===== src/rtl/xfer_bus_pkg.sv =====
// Shared types and helpers for the multidrop transfer bus.
package xfer_bus_pkg;

    typedef enum logic [1:0] {
        IDLE   = 2'd0,
        LATCH  = 2'd1,
        COMMIT = 2'd2
    } xfer_state_t;

    localparam int unsigned XFER_CNT_W = 16;

    // A command is dropped when it writes nothing or names a register that does not exist.
    function automatic logic cmd_dropped(input logic        mask_empty,
                                         input logic        src_ext,
                                         input int unsigned src_idx,
                                         input int unsigned num_regs);
        return mask_empty || (!src_ext && (src_idx >= num_regs));
    endfunction

endpackage


===== src/rtl/bus_reg_slice.sv =====
// One bus-attached register: async active-low clear, load enable.
module bus_reg_slice #(
    parameter int unsigned DATA_W = 16
) (
    input  logic              Clock,
    input  logic              Reset,
    input  logic              load,
    input  logic [DATA_W-1:0] d,
    output logic [DATA_W-1:0] q
);

    logic [DATA_W-1:0] r_q;

    always_ff @(posedge Clock or negedge Reset) begin
        if (!Reset)
            r_q <= '0;
        else if (load)
            r_q <= d;
    end

    assign q = r_q;

endmodule


===== src/rtl/multidrop_xfer_bus.sv =====
// Multidrop register bus with IDLE->LATCH->COMMIT transfer sequencer.
// Optional commit counter on xfer_count when XFER_BUS_STATS_EN is defined.
module multidrop_xfer_bus
    import xfer_bus_pkg::*;
#(
    parameter int unsigned DATA_W   = 16,
    parameter int unsigned NUM_REGS = 4,
    parameter int unsigned IDX_W    = $clog2(NUM_REGS)
) (
    input  logic                         Clock,
    input  logic                         Reset,
    input  logic                         cmd_valid,
    output logic                         cmd_ready,
    input  logic                         cmd_src_ext,
    input  logic [IDX_W-1:0]             cmd_src_idx,
    input  logic [NUM_REGS-1:0]          cmd_dst_mask,
    input  logic [DATA_W-1:0]            data_in,
    output logic [NUM_REGS*DATA_W-1:0]   regs_flat,
    output logic [DATA_W-1:0]            bus_q,
    output logic                         xfer_done,
`ifdef XFER_BUS_STATS_EN
    output logic                         cmd_err,
    output logic [XFER_CNT_W-1:0]        xfer_count
`else
    output logic                         cmd_err
`endif
);

    xfer_state_t         r_state;
    xfer_state_t         w_next;
    logic                r_src_ext;
    logic [IDX_W-1:0]    r_src_idx;
    logic [NUM_REGS-1:0] r_mask;
    logic [DATA_W-1:0]   r_data;
    logic [DATA_W-1:0]   r_bus_q;
    logic                r_xfer_done;
    logic                r_cmd_err;
    logic                w_accept;
    logic                w_drop;
    logic [DATA_W-1:0]   w_src_word;
    logic [DATA_W-1:0]   w_regs [NUM_REGS];

    assign w_accept = cmd_valid && cmd_ready;
    assign w_drop   = cmd_dropped(cmd_dst_mask == '0, cmd_src_ext,
                                  int'(cmd_src_idx), NUM_REGS);

    always_ff @(posedge Clock or negedge Reset) begin
        if (!Reset)
            r_state <= IDLE;
        else
            r_state <= w_next;
    end

    always_comb begin
        w_next    = r_state;
        cmd_ready = 1'b0;
        case (r_state)
            IDLE: begin
                cmd_ready = 1'b1;
                if (cmd_valid && !w_drop)
                    w_next = LATCH;
            end
            LATCH:   w_next = COMMIT;
            COMMIT:  w_next = IDLE;
            default: w_next = IDLE;
        endcase
    end

    always_ff @(posedge Clock or negedge Reset) begin
        if (!Reset) begin
            r_src_ext <= 1'b0;
            r_src_idx <= '0;
            r_mask    <= '0;
            r_data    <= '0;
        end else if (w_accept) begin
            r_src_ext <= cmd_src_ext;
            r_src_idx <= cmd_src_idx;
            r_mask    <= cmd_dst_mask;
            r_data    <= data_in;
        end
    end

    // Index compare loop keeps the read in range for non-power-of-two NUM_REGS.
    always_comb begin
        w_src_word = '0;
        for (int unsigned i = 0; i < NUM_REGS; i++) begin
            if (r_src_idx == IDX_W'(i))
                w_src_word = w_regs[i];
        end
    end

    always_ff @(posedge Clock or negedge Reset) begin
        if (!Reset) begin
            r_bus_q     <= '0;
            r_xfer_done <= 1'b0;
            r_cmd_err   <= 1'b0;
        end else begin
            if (r_state == LATCH)
                r_bus_q <= r_src_ext ? r_data : w_src_word;
            r_xfer_done <= (r_state == COMMIT);
            r_cmd_err   <= w_accept && w_drop;
        end
    end

    for (genvar g = 0; g < NUM_REGS; g++) begin : g_reg
        bus_reg_slice #(.DATA_W(DATA_W)) u_slice (
            .Clock (Clock),
            .Reset (Reset),
            .load  ((r_state == COMMIT) && r_mask[g]),
            .d     (r_bus_q),
            .q     (w_regs[g])
        );
        assign regs_flat[g*DATA_W +: DATA_W] = w_regs[g];
    end

    assign bus_q     = r_bus_q;
    assign xfer_done = r_xfer_done;
    assign cmd_err   = r_cmd_err;

`ifdef XFER_BUS_STATS_EN
    logic [XFER_CNT_W-1:0] r_xfer_count;

    always_ff @(posedge Clock or negedge Reset) begin
        if (!Reset)
            r_xfer_count <= '0;
        else if ((r_state == COMMIT) && (r_xfer_count != '1))
            r_xfer_count <= r_xfer_count + 1'b1;
    end

    assign xfer_count = r_xfer_count;
`endif

endmodule


===== config.mk =====
export PLATFORM = sky130hd
export DESIGN_NAME = multidrop_xfer_bus
export DESIGN_NICKNAME = d
export VERILOG_FILES = /design/src/rtl/xfer_bus_pkg.sv /design/src/rtl/bus_reg_slice.sv /design/src/rtl/multidrop_xfer_bus.sv
export SDC_FILE = /design/constraint.sdc
export NUM_CORES = 1
export LEC_CHECK = 0
export ABC_AREA = 1
export BUFFER_PORTS_ARGS = -buffer_cell sky130_fd_sc_hd__buf_2
export CORE_ASPECT_RATIO = 1.2
export CORE_UTILIZATION = 40
export CTS_CLUSTER_SIZE = 10
export DETAILED_ROUTE_END_ITERATION = 10
export HOLD_SLACK_MARGIN = 0.15
export SYNTH_ARGS = -nofsm -noshare
export SYNTH_HDL_FRONTEND = slang
export SYNTH_SLANG_ARGS = --single-unit

===== constraint.sdc =====
create_clock -name Clock -period 2.5 [get_ports Clock]
set_input_delay 0.375 -clock Clock [delete_from_list [all_inputs] [get_ports Clock]]
set_output_delay 0.375 -clock Clock [all_outputs]
set_load 0.01 [all_outputs]

==> results of run 1 <==
==> power by group through the flow <==
stage                     registers, mW  logic, mW  clock network [mW]
final                              2.95       2.19                1.33
after global routing               3.04       2.44                1.43
after CTS                          2.94       2.21                1.35
after detailed placement           2.97       2.20                   0
after global placement             2.95       2.15                   0
after floorplan                    3.12      0.999                   0
==> worst max-delay path, cell delays in order, from the launching register on <==
cell and delay (ns):
dfrtp_1 0.47, nor2_2 0.36, buf_4 0.27, nand2_1 0.07, nand3_1 0.09, nand2_1 0.05
nand2_1 0.05, nand2_1 0.05, nand2_1 0.05
==> worst min-delay path by stage <==
stage / end / cells past startpoint
detailed placement: g_reg[0].u_slice.q[12]$_DFFE_PN0P_ / 1
CTS: r_data[1]$_DFFE_PN0P_ / 2
floorplan: bus_q[0]$_DFFE_PN0N_ / 0
global route: r_data[2]$_DFFE_PN0P_ / 2
global placement: g_reg[0].u_slice.q[12]$_DFFE_PN0P_ / 1
finish: r_data[0]$_DFFE_PN0P_ / 2
==> layout make-up <==
type	instances	area (um2)
Timing Repair Buffer	117	625.6
Sequential cell	107	2678
Inverter	31	116.4
Multi-Input combinational cell	351	1582
Clock inverter	2	10.01
Clock buffer	14	264.0
Tap cell	132	165.2
Fill cell	1073	5543
==> flip-flops by register name (all words and copies together) (netlist names) <==
name	cells
cmd_err	1
r_state	2
r_mask	4
r_data	16
r_src_ext	1
r_src_idx	2
xfer_done	1
bus_q	16
g.u_slice.q	64
==> metal layers <==
metal	GRT usage, %	up-vias
met4	7.369	0
met2	33.27	127
met3	3.919	14
met1	30.03	1801
met5	0	-
li1	-	1835
==> stage by stage <==
step,instances,setup WS (ns),util [%]
floorplan,514,1.208,-
global placement,737,1.005,46.95
detailed placement,737,0.9878,46.95
CTS,754,0.9919,49.53
global route,754,0.8808,49.53
finish,754,0.9916,49.53
==> repair_timing <==
action	in CTS	in global routing
hold buffers	1	0
gates resized for setup	0	0
endpoints found under the hold margin	42	0
==> cells by family (layout without fill, tap and decap cells) <==
family          count (synthesis)  in the layout  synth area share (%)
simple gates                  244            244                 21.63
flops                         107            107                 59.66
compound gates                 95             95                 10.59
buf+inv                        56            164                 5.102
mux                            12             12                 3.011
==> layout by cell type, fill, tap and decap left out, types with 9 or more instances in the layout <==
cell	count
clkbuf_16	9
mux2_2	12
nand3_1	18
dfrtp_1	107
a21oi_1	11
nor2_1	33
nand2_1	184
o21ai_1	14
o21ai_0	70
buf_2	107
inv_1	28
==> impl_metrics.toml, run 1 <==
[status]
status = "finished, final reports clean"

[timing]
max_freq_mhz = 662.9
rsz0062_at_grt = "no"
maxSlewHeadroom_pct = 54.95
setup_viol = 0
holdWs_ns = 0.2618
timing.final.crit_share_pct = 60.34
timing.setup.tns_ns = 0
finalHoldViolCount = 0
tightest_slew_ns = 0.6733
drv_slew = 0
post-route-min-period_ns = 1.508
fin_skew_ns = 0.004874

[cts]
cts_root_buffer = "clkbuf_16"
cts_made_buffers = 9
clk_pin_slew_worst_paths_ns = 0.07
clk-insertion-delay-late_ns = 0.34
cts_tree = "built"
htreeDepth = 3
cts_buffer_depth = 2
cts_setup_buffers = 0
cts.sinks = 107

[global_route]
antenna_found_initial = 0
grt.total_usage_pct = 21.35
grt_first_pass_wirelength_um = 18890
first_global_vias = 3500
grt_max_degree = 66
grt_remaining_overflow = 0

[drt]
wl_met1_um = 5479
firstDrtPassIters = 5
routed_wl_um = 11990
drtIter0Drc = 279
met3_length_um = 704
viasPerCell = 5.009
top_layer = "met4"
drc = 0
vias = 3777
postRouteAntennaNets = 0
route.met2.wl_um = 5645
wl_per_cell_um = 15.90

[placed_design]
io_buffers = 108
hpwl_um = 7925
placed_area_um2 = 5156
gp_congestion = 0.7736

[worst_setup_path]
reg2reg_from = "r_src_idx[0]$_DFFE_PN0P_"
r2r_cells = 8
r2r-end = "bus_q[6]$_DFFE_PN0N_"
crit_type = "flip-flop to flip-flop"
setup.worst_path.start = "r_src_idx[0]$_DFFE_PN0P_"
start_kind = "flip-flop"
r2r_setup_slack_ns = 0.99
endpoint = "bus_q[6]$_DFFE_PN0N_"
required_ns = 2.78
crit_arrival_ns = 1.79
cp-end-kind = "flip-flop"
crit_fanout = 10

[logic_synthesis]
synth.area.top_cells = "dfrtp_1 60%, nand2_1 15%, o21ai_0 7.8%"
ys_ff_latch = 107
synthArstFlopShare_pct = 100.0
netlist_top_cells_count = "184 x nand2_1, 107 x dfrtp_1, 70 x o21ai_0"
yosys_warnings = 0
yosysMostFrequentCell = "nand2_1"
ys_seq_area_share_pct = 59.66
synth_edf_count = 0
synth_nets = 540
ys_types = 18
synth_ff_type = "dfrtp_1"
synth_area_leader_cell = "dfrtp_1"
synthesis.area_um2 = 4488
syn_inst = 514
netlist.area_leader.share_pct = 59.66
syn_avg_cell_area_um2 = 8.732

[pwr]
pwr-share-clk_pct = 20.5
switching_share_pct = 38.51
pwr-share-seq_pct = 45.6
vdd_drop_max_mv = 0.4692
power_frac_comb_pct = 33.8
p_int_mw = 3.971
power_density_nw_per_um2 = 1187
p_leak_nw = 2.874
p_sw_mw = 2.487
total_power_mw = 6.458

[final_layout]
design_area_um2 = 5440
area_growth_pct = 21.22
diodes = 0
drive_gt1_share_pct = 24.12
nets = 643

[floorplan]
std_cell_rows = 42
fp.dieH_um = 118.0
initial_utilization_pct = 40.86
core_area_um2 = 10980
pin_count = 109
die_width_um = 98.70
dieArea_um2 = 11650

[hold_path]
hold_class = "primary input to flip-flop"
hp-start = "data_in[0]"

[run]
maxCapViolations = 0
(Power assumes the default switching activity.)
==> inputs of run 2 (changes only) <==
ABC_AREA = 0   (was 1)
clock period = 1.5 ns   (was 2.5 ns; I/O delays follow)
==> impl_metrics.toml, run 2 <==
[placed_design]
pre_cts_slack_ns = -0.3736
hpwl_um = 7016
io_buffers = 108
placed_area_um2 = 5350
gp_congestion = 0.7495

[logic_synthesis]
syn_inst = 287
yosys_warnings = 0
ys_seq_area_share_pct = 58.41
syn_avg_cell_area_um2 = 15.97
synthArstFlopShare_pct = 100.0
synthesis.area_um2 = 4584
synth_nets = 313
netlist.area_leader.share_pct = 58.41
synth_ff_type = "dfrtp_1"
netlist_top_cells_count = "107 x dfrtp_1, 81 x mux2_2, 17 x nor2_1"
yosysMostFrequentCell = "dfrtp_1"
synth_edf_count = 0
synth_area_leader_cell = "dfrtp_1"
ys_types = 19
synth.area.top_cells = "dfrtp_1 58%, mux2_2 20%, mux4_1 4.6%"
ys_ff_latch = 107

[pwr]
vdd_drop_max_mv = 0.9849
switching_share_pct = 34.08
power_density_nw_per_um2 = 2021
p_leak_nw = 2.706
pwr-share-seq_pct = 44.3
pwr-share-clk_pct = 17.3
p_int_mw = 7.909
p_sw_mw = 4.088
power_frac_comb_pct = 38.3

[worst_setup_path]
crit_arrival_ns = 1.69
r2r_cells = 5
setup.worst_path.start = "r_state[1]$_DFFE_PN0P_"
r2r-end = "r_data[5]$_DFFE_PN0P_"
required_ns = 1.72
crit_fanout = 12
reg2reg_from = "r_state[1]$_DFFE_PN0P_"
start_kind = "flip-flop"
crit_type = "flip-flop to flip-flop"
r2r_setup_slack_ns = 0.03
cp-end-kind = "flip-flop"

[timing]
setup_ws_ns = 0.02741
rsz0062_at_grt = "yes"
timing.setup.tns_ns = 0
drv_slew = 0
timing.final.crit_share_pct = 98.17
post-route-min-period_ns = 1.473
holdWs_ns = 0.3729
fin_skew_ns = 0.005798
max_freq_mhz = 679.1
tightest_slew_ns = 0.4327
finalHoldViolCount = 0
maxSlewHeadroom_pct = 71.15
setup_viol = 0

[global_route]
grt_use_met1_pct = 26.24
grt_remaining_overflow = 0
grtUsageMet2_pct = 31.34
first_global_vias = 3050
grt_first_pass_wirelength_um = 17080
antenna_found_initial = 0
grt_max_degree = 37
grt.total_usage_pct = 19.40
grtUsageMet3_pct = 3.815
gr-max-usage-layer = "met2"

[final_layout]
drive_gt1_share_pct = 55.28
nets = 457
area_growth_pct = 29.48
design_area_um2 = 5936
largest_reg_flops = 64
diodes = 0
mostFrequentLayoutCells = "107 x buf_2, 106 x dfrtp_1, 80 x mux2_2"
final_common_cell = "buf_2"

[cts]
htreeDepth = 3
clk_pin_slew_worst_paths_ns = 0.07
cts_tree = "built"
cts_root_buffer = "clkbuf_16"
cts_made_buffers = 9
clk-insertion-delay-late_ns = 0.34
cts_buffer_depth = 2
cts.sinks = 107

[drt]
viasPerCell = 4.925
vias = 2906
wl_per_cell_um = 18.19
drtIter0Drc = 121
firstDrtPassIters = 4
routed_wl_um = 10730
drc = 0
postRouteAntennaNets = 0

[status]
status = "finished, final reports clean"

[run]
maxCapViolations = 0

[floorplan]
initial_utilization_pct = 41.35
std_cell_rows = 42
pin_count = 109
dieArea_um2 = 11900
die_width_um = 99.73
fp.dieH_um = 119.3
core_area_um2 = 11090

[hold_path]
hold_class = "primary input to async pin"
## run 2: final cells by class
class | instances | area [um2]
fillers | 999 | 5152
flip-flops and latches | 107 | 2679
repair buffers | 151 | 1032
well taps | 154 | 192.7
clock buffers | 13 | 240.2
multi-input cells | 162 | 1777
clock inverters | 3 | 15.01
## run 2: cell families after synthesis
group,count (synthesis),synth area share (%)
AOI/OAI and AO/OA,16,1.747
and+or+nand+nor,27,3.193
DFF,107,58.41
buffers and inverters,18,3.275
muxes,119,33.38
## run 2: worst max-delay path by stage
| stage | to | slack (ns) |
|---|---|---|
| floorplan | r_data[15]$_DFFE_PN0P_ | 0.04 |
| global placement | g_reg[2].u_slice.q[10]$_DFFE_PN0P_ | -0.31 |
| detailed placement | g_reg[2].u_slice.q[10]$_DFFE_PN0P_ | -0.37 |
| CTS | r_data[14]$_DFFE_PN0P_ | 0.0004 |
| global route | g_reg[2].u_slice.q[10]$_DFFE_PN0P_ | -0.02 |
| finish | r_data[5]$_DFFE_PN0P_ | 0.03 |
## run 2: power by group through the flow
stage          sequential (mW)  clock [mW]  combinational, mW
6_report                  5.32        2.08               4.60
5_1_grt                   5.55        2.26               4.99
4_1_cts                   5.32        2.15               4.61
3_5_place_dp              5.37           0               4.51
3_3_place_gp              5.32           0               4.42
2_1_floorplan             5.58           0               2.32
## run 2: what timing repair did
| action | 4_1_cts | 5_1_grt |
|---|---|---|
| gates cloned | 1 | 1 |
| setup buffers | 0 | 1 |
| pin swaps | 0 | 3 |
| hold endpoints to repair | 53 | 0 |
| endpoints found under the setup margin | 94 | 32 |
| gates resized for setup | 6 | 8 |
| hold buffers | 25 | 0 |
## run 2: per-layer routing
layer	up-vias	routed length, um
met5	-	0
met2	70	5321
li1	1337	-
met1	1486	4797
met4	0	148
met3	13	464
## run 2: critical path: stages (launching register included)
cell and delay (ns):
dfrtp_1 0.39, buf_6 0.13, nor2_4 0.09, and2_4 0.22
buf_12 0.17, mux2_2 0.34
## run 2: stage by stage
stage,util [%],total power [mW],instances
final,53.53,12.00,590
after global routing,53.53,12.80,590
after CTS,53.16,12.09,588
after detailed placement,48.25,9.876,546
after global placement,48.25,9.742,546
after floorplan,-,7.898,287
==> inputs of run 3 (changes only) <==
--- a/config.mk
+++ b/config.mk
@@ -13,4 +13,5 @@
 export DETAILED_ROUTE_END_ITERATION = 10
 export HOLD_SLACK_MARGIN = 0.15
+export PLACE_DENSITY = 0.65
 export SYNTH_ARGS = -nofsm -noshare
 export SYNTH_HDL_FRONTEND = slang
==> constraint.sdc (replaced) <==
create_clock -name Clock -period 1.5 [get_ports Clock]
set_input_delay 0.075 -clock Clock [delete_from_list [all_inputs] [get_ports Clock]]
set_output_delay 0.075 -clock Clock [all_outputs]
set_load 0.01 [all_outputs]
==> impl_metrics.toml, run 3 (synthesis results as in run 2) <==
[status]
status = "finished, final reports clean"

[timing]
maxSlewHeadroom_pct = 66.61
setup_viol = 0
timing.final.crit_share_pct = 97.62
max_freq_mhz = 682.9
rsz0062_at_grt = "yes"
fin_skew_ns = 0.006298
post-route-min-period_ns = 1.464
tightest_slew_ns = 0.4963
finalHoldViolCount = 0
holdWs_ns = 0.1801
drv_slew = 0

[global_route]
grtUsageMet2_pct = 32.20
grt.total_usage_pct = 19.21
grtUsageMet3_pct = 3.815
antenna_found_initial = 0
grt_remaining_overflow = 0
grt_max_degree = 54
grt_first_pass_wirelength_um = 16950
gr-max-usage-layer = "met2"
first_global_vias = 3058
grt_use_met1_pct = 24.87

[worst_setup_path]
r2r-end = "r_data[3]$_DFFE_PN0P_"
cp_cell_sequence = "buf_4 > nor2_4 > and2_4 > buf_12 > mux2_2"
critPathMaxStageDelay_ns = 0.38
crit_arrival_ns = 1.69
required_ns = 1.72
crit_family = "flip-flops"
r2r_cells = 5
start_kind = "flip-flop"
crit_fanout = 12
reg2reg_from = "r_state[1]$_DFFE_PN0P_"
crit_type = "flip-flop to flip-flop"
cp-end-kind = "flip-flop"
worst-path-buf-inv = 2
cp_slowest_cell = "dfrtp_1"
r2r_setup_slack_ns = 0.04

[drt]
routed_wl_um = 11010
wl_per_cell_um = 18.73
vias = 2944
viasPerCell = 5.007
drtIter0Drc = 122
firstDrtPassIters = 6
postRouteAntennaNets = 0
drc = 0

[floorplan]
pin_count = 109
initial_utilization_pct = 41.35
core_area_um2 = 11090
dieArea_um2 = 11900
std_cell_rows = 42
fp.dieH_um = 119.3
die_width_um = 99.73

[final_layout]
fillers = 973
fin_util_pct = 53.64
diodes = 0
largest_reg_flops = 64
nets = 455
drive_gt1_share_pct = 55.76
area_growth_pct = 29.75
design_area_um2 = 5948
mostFrequentLayoutCells = "107 x dfrtp_1, 107 x buf_2, 81 x mux2_2"

[cts]
clk-insertion-delay-late_ns = 0.34
cts_buffer_depth = 2
cts.sinks = 107
cts_made_buffers = 9
cts_root_buffer = "clkbuf_16"
clk_pin_slew_worst_paths_ns = 0.07
cts_tree = "built"
htreeDepth = 3

[run]
maxCapViolations = 0

[pwr]
pwr-share-clk_pct = 21.3
power_frac_comb_pct = 36.5
vdd_drop_max_mv = 0.8246
p_sw_mw = 4.154
p_leak_nw = 2.693
power_density_nw_per_um2 = 2113
switching_share_pct = 33.05
pwr-share-seq_pct = 42.2
p_int_mw = 8.416

[hold_path]
hold_class = "primary input to async pin"

[placed_design]
placed_area_um2 = 5310
gp_congestion = 0.7404
hpwl_um = 7055
io_buffers = 108
[run 3: worst max-delay path by stage]
stage,start,to,depth (start not counted)
after floorplan,r_state[0]$_DFFE_PN0P_,r_data[15]$_DFFE_PN0P_,5
after detailed placement,r_state[0]$_DFFE_PN0P_,g_reg[0].u_slice.q[15]$_DFFE_PN0P_,3
after global placement,r_state[0]$_DFFE_PN0P_,g_reg[3].u_slice.q[6]$_DFFE_PN0P_,3
after CTS,r_state[1]$_DFFE_PN0P_,r_data[3]$_DFFE_PN0P_,5
final,r_state[1]$_DFFE_PN0P_,r_data[3]$_DFFE_PN0P_,5
after global routing,r_src_idx[0]$_DFFE_PN0P_,bus_q[13]$_DFFE_PN0N_,4
[run 3: layout make-up]
| type | instances | area (um2) | area share (%) |
|---|---|---|---|
| sequential | 107 | 2678 | 45.01 |
| timing repair buffer | 149 | 983.4 | 16.53 |
| multi-input combinational | 162 | 1750 | 29.43 |
| tap | 154 | 192.7 | 3.239 |
| clock inverter | 4 | 97.59 | 1.641 |
| clock buffer | 12 | 246.5 | 4.144 |
[run 3: what timing repair did]
| item | 4_1_cts | 5_1_grt |
|---|---|---|
| resized for setup | 4 | 10 |
| endpoints found under the setup margin | 66 | 33 |
| hold buffers | 25 | 0 |
| buffers inserted | 0 | 1 |
| gates cloned | 0 | 2 |
| endpoints found under the hold margin | 132 | 0 |
| pin swaps | 0 | 9 |
[run 3: power groups by stage]
stage	registers, mW	logic (mW)	clock network [mW]
6_report	5.30	4.59	2.68
5_1_grt	5.52	4.95	2.86
4_1_cts	5.28	4.59	2.74
3_5_place_dp	5.30	4.51	0
3_3_place_gp	5.23	4.41	0
2_1_floorplan	5.58	2.32	0
[run 3: worst reg2reg max path, stage by stage (launching register included)]
cell and delay (ns):
dfrtp_1 0.38, buf_4 0.15, nor2_4 0.10, and2_4 0.21, buf_12 0.16, mux2_2 0.35
[run 3: stage by stage]
stage          power (mW)  cells  TNS (ns)  worst slack (ns)
2_1_floorplan       7.898    287         0           0.04495
3_3_place_gp        9.643    544    -18.39           -0.3108
3_5_place_dp        9.811    544    -23.55           -0.3994
4_1_cts             12.61    585         0           0.01290
5_1_grt             13.32    588   -0.2047          -0.05184
6_report            12.57    588         0           0.03570
[run 3: routing by layer]
metal / wire length (um) / vias to the layer above / part of all wire [%]
met5: 0 / - / 0
met4: 187 / 0 / 1.7
met3: 353 / 16 / 3.2
met2: 5605 / 65 / 51
met1: 4867 / 1534 / 44
li1: - / 1329 / -
